--- src/rtl/rr_arbiter8.sv ---
// rr_arbiter8: 8-way round-robin arbiter with hold limit; ports clk, rst_n, en, req[7:0] -> gnt[7:0], gnt_idx[2:0], gnt_valid, gnt_start
module rr_arbiter8 #(
  parameter int MAX_HOLD = 4,
  parameter int HOLD_W = 4
) (
  input  logic       clk,
  input  logic       rst_n,
  input  logic       en,
  input  logic [7:0] req,
  output logic [7:0] gnt,
  output logic [2:0] gnt_idx,
  output logic       gnt_valid,
  output logic       gnt_start
);
  typedef enum logic {IDLE, GRANT} state_t;
  state_t state, state_n;
  logic [2:0] ptr, ptr_n, idx_n, base, sel;
  logic [HOLD_W-1:0] hold_cnt, hold_n;
  logic [7:0] gnt_n;
  logic valid_n, start_n, rel, go;
  // in GRANT the search always starts just past the current holder, so a timed-out holder comes last
  assign base = state == GRANT ? gnt_idx + 3'd1 : ptr;
  assign rel = !req[gnt_idx] || hold_cnt == HOLD_W'(MAX_HOLD) || !en;
  assign go = en && |req;
  always_comb begin
    sel = base;
    for (int k = 7; k >= 0; k--)
      if (req[base + 3'(k)]) sel = base + 3'(k);
  end
  always_comb begin
    state_n = state;
    ptr_n = ptr;
    hold_n = hold_cnt;
    gnt_n = gnt;
    idx_n = gnt_idx;
    valid_n = gnt_valid;
    start_n = 1'b0;
    if (state == GRANT && !rel) hold_n = hold_cnt + HOLD_W'(1);
    else if (state == GRANT || go) begin
      ptr_n = state == GRANT ? base : ptr;
      if (go) begin
        state_n = GRANT;
        gnt_n = 8'b1 << sel;
        idx_n = sel;
        valid_n = 1'b1;
        start_n = 1'b1;
        hold_n = HOLD_W'(1);
      end else begin
        state_n = IDLE;
        gnt_n = '0;
        valid_n = 1'b0;
      end
    end
  end
  always_ff @(posedge clk or negedge rst_n)
    if (!rst_n) begin
      state <= IDLE;
      ptr <= '0;
      hold_cnt <= '0;
      gnt <= '0;
      gnt_idx <= '0;
      gnt_valid <= 1'b0;
      gnt_start <= 1'b0;
    end else begin
      state <= state_n;
      ptr <= ptr_n;
      hold_cnt <= hold_n;
      gnt <= gnt_n;
      gnt_idx <= idx_n;
      gnt_valid <= valid_n;
      gnt_start <= start_n;
    end
endmodule

--- config.mk ---
export PLATFORM = sky130hd
export DESIGN_NAME = rr_arbiter8
export DESIGN_NICKNAME = d
export VERILOG_FILES = /design/src/rtl/rr_arbiter8.sv
export SDC_FILE = /design/constraint.sdc
export NUM_CORES = 1
export LEC_CHECK = 0
export CORE_MARGIN = 2
export CORE_UTILIZATION = 50
export DETAILED_ROUTE_END_ITERATION = 6
export PLACE_DENSITY = 0.73
export SYNTH_ARGS = -nofsm -noshare
export SYNTH_HDL_FRONTEND = slang
export SYNTH_SLANG_ARGS = --single-unit
--- constraint.sdc ---
create_clock -name clk -period 5.98 [get_ports clk]
set_input_delay 0.598 -clock clk [delete_from_list [all_inputs] [get_ports clk]]
set_output_delay 0.598 -clock clk [all_outputs]
set_load 0.01 [all_outputs]
==> out/metrics.csv <==
metric,value,unit
Post-synth EDFFs,0,
Routed Antenna Nets,0,
initial antenna violation count,0,
final wirelength,5110,um
Post-Syn Instances,224,
Resized cells post-CTS,0,
Post-route DRC,0,
CTS tree,done,
CP peak stage delay,0.54,ns
1st-pass router iterations,5,
Seq cells post-synth,20,
setup TNS,0,ns
Synth cell types,66,
Worst Tran Pin Value,0.884,ns
final hold viol count,0,
worst hold margin,0.482,ns
"area leader, netlist",dfrtp_1,
Vias,1905,
Cell Rows,22,
post-synth top area share,0.256,
Die Span Y,66.5,um
setup bufs post-CTS,0,
first-pass GRT wire length,8540,um
GRT overflow,0,
Max Clock Freq,0.238,GHz
synth top area cells,"dfrtp_1 (26%), nand2_1 (5.4%), nand3_1 (5.1%), o21ai_0 (5.1%), mux2i_1 (4.6%)",
Post-DP HPWL,3850,um
status,finished clean,
Final Critical Period,4.19,ns
Main synth FF type,dfrtp_1,
mapped cell area,0.00196,mm^2
Ant. Diodes,0,
Die Area,0.00443,mm^2
"Slew Viols, Final",0,
Final Util,0.603,
syn_area_per_cell,8.73,um^2
Top-Level Pins,24,
Area Growth Syn to Fin,14.7,%
starting density of the core,0.526,
chip width,66.5,um
CTS Hold Bufs,0,
Placement Cell Area,0.00220,mm^2
final worst path period share,0.701,
Reg2Reg Setup Slack,1.79,ns
Hold Crit Class,flip-flop to flip-flop,
WS Path Type,flip-flop to flip-flop,
Iteration-0 DRC Markers,245,
sequential area share after synthesis,0.256,
number of port buffers,23,
critical path's slowest cell,ha_1,
Avg Vias per Cell,6.57,
CP Launch Type,flip-flop,
CP endpoint kind,flip-flop,
RSZ-0062 raised after global routing,no,
Tot GR Track Use,0.253,
final instance area,0.00224,mm^2
gpl congestion,0.923,
Mapped Nets,240,
final setup vio count,0,
relative slew slack,0.409,
critical path arrival,4.39,ns
core area,0.00372,mm^2
"Max FO, Critical Path",18,
WP data required,6.17,ns
root buffer cell,clkbuf_8,
Worst Skew,0.00167,ns
Filler Cells Inserted,335,
"CTS clk-pin slew, worst paths",0.07,ns
vias in the first global route,1742,
fraction of registers with async set/reset,1.00,
Num CTS Buffers,3,
"Cell Chain, Critical Path",ha_1 -> mux2_2 -> clkinv_1 -> ha_1 -> mux2i_1 -> o21ai_0 -> nand2_1 -> mux2i_1 -> mux2_4 -> a2111oi_4 -> o21ai_2 -> a21oi_4 -> a32o_1,
Clock Latency Late Sink,0.26,ns
Final Net Count,260,
H-tree Lvls,1,
"Warnings, synthesis",0,
Max Cap Viol,0,
largest net degree at the start of global routing,21,
share of layout cells above drive strength 1,0.0992,
CTS Buffer Depth,2,
average wire per standard cell,17.6,um
CTS sink cnt,20,
## cell usage after synthesis (all sizes together) (2+ instances only)
library cell,count
nand2,28
nor4,2
nand3,20
xor2,2
nand4,2
buf,6
o31ai,5
o22ai,2
ha,5
o21ai,24
a21oi,9
dfrtp,20
nor2b,2
and2,3
o211ai,4
a31oi,4
a2111oi,3
nor3,5
a32o,4
mux2i,9
nor2,8
and3,3
mux4,3
mux2,5
inv,8
a311o,2
a21boi,2
clkbuf,2
a211oi,5
xnor2,5
nand2b,3
## kinds of logic (layout without fill, tap and decap cells)
family          count (synthesis)  after routing  share of synthesized area
simple gates                   80             80                      0.205
compound gates                 78             78                      0.307
flops                          20             20                      0.256
mux                            17             17                      0.113
buf+inv                        17             35                     0.0416
xor+xnor                        7              7                     0.0448
fa+ha+maj                       5              5                     0.0320
## worst max-delay path: cells and delay by family (launching register included)
kind                       cells  cell delay [ns]
AOI/OAI and AO/OA              5             1.02
buffers and inverters          1             0.35
DFF                            1             0.49
adders and majority gates      2             0.92
muxes                          4             1.19
and+or+nand+nor                1             0.15
## final cells by class
class                      instances  area (um^2)  share of cell area
clock buffer                       3         41.3              0.0184
inverter                           9         36.3              0.0162
multi-input combinational        187         1370               0.613
sequential                        20          500               0.223
tap                               48         60.1              0.0268
timing repair buffer              23          230               0.103
## worst paths after layout
path                                      end  cells after the start                   start
max                        gnt[7]$_DFFE_PN0P_                     13  gnt_idx[0]$_DFFE_PN0P_
min                        gnt[4]$_DFFE_PN0P_                      2      gnt[4]$_DFFE_PN0P_
max reg2reg                gnt[7]$_DFFE_PN0P_                     13  gnt_idx[0]$_DFFE_PN0P_
min reg2reg                gnt[4]$_DFFE_PN0P_                      2      gnt[4]$_DFFE_PN0P_
max in group asynchronous  gnt[4]$_DFFE_PN0P_                      1                   rst_n
min in group asynchronous  gnt[7]$_DFFE_PN0P_                      1                   rst_n
## per-stage QoR
stage | cells | setup slack (ns)
5_1_grt | 290 | 1.41
3_5_place_dp | 287 | 1.84
3_3_place_gp | 287 | 1.98
4_1_cts | 290 | 1.82
6_report | 290 | 1.79
2_1_floorplan | 224 | 2.38
## state kept, by name, indices dropped and copies added, names as in the netlist
name and cells:
ptr 3, gnt_start 1, hold_cnt 4, gnt 8, state 1, gnt_idx 3
## cells in the final DEF, fill, tap and decap left out, drive strengths merged, types with 8 or more instances in the layout
cell | synthesis | final
a21oi | 9 | 9
clkdlybuf4s50 | 0 | 23
dfrtp | 20 | 20
inv | 8 | 8
mux2i | 9 | 9
nand2 | 28 | 28
nand3 | 20 | 20
nor2 | 8 | 8
o21ai | 24 | 24
## routing by layer
layer  up-vias  routed length, um  GRT usage
met5         -                  0          0
met4         0                 77     0.0765
met3         8                393     0.0439
met2        89               2270      0.384
met1       899               2370      0.367
li1        909                  -          -
Power is left out: the tool's default activity adds up to more than one toggle a clock period on the data nets, which glitch-free logic cannot reach.
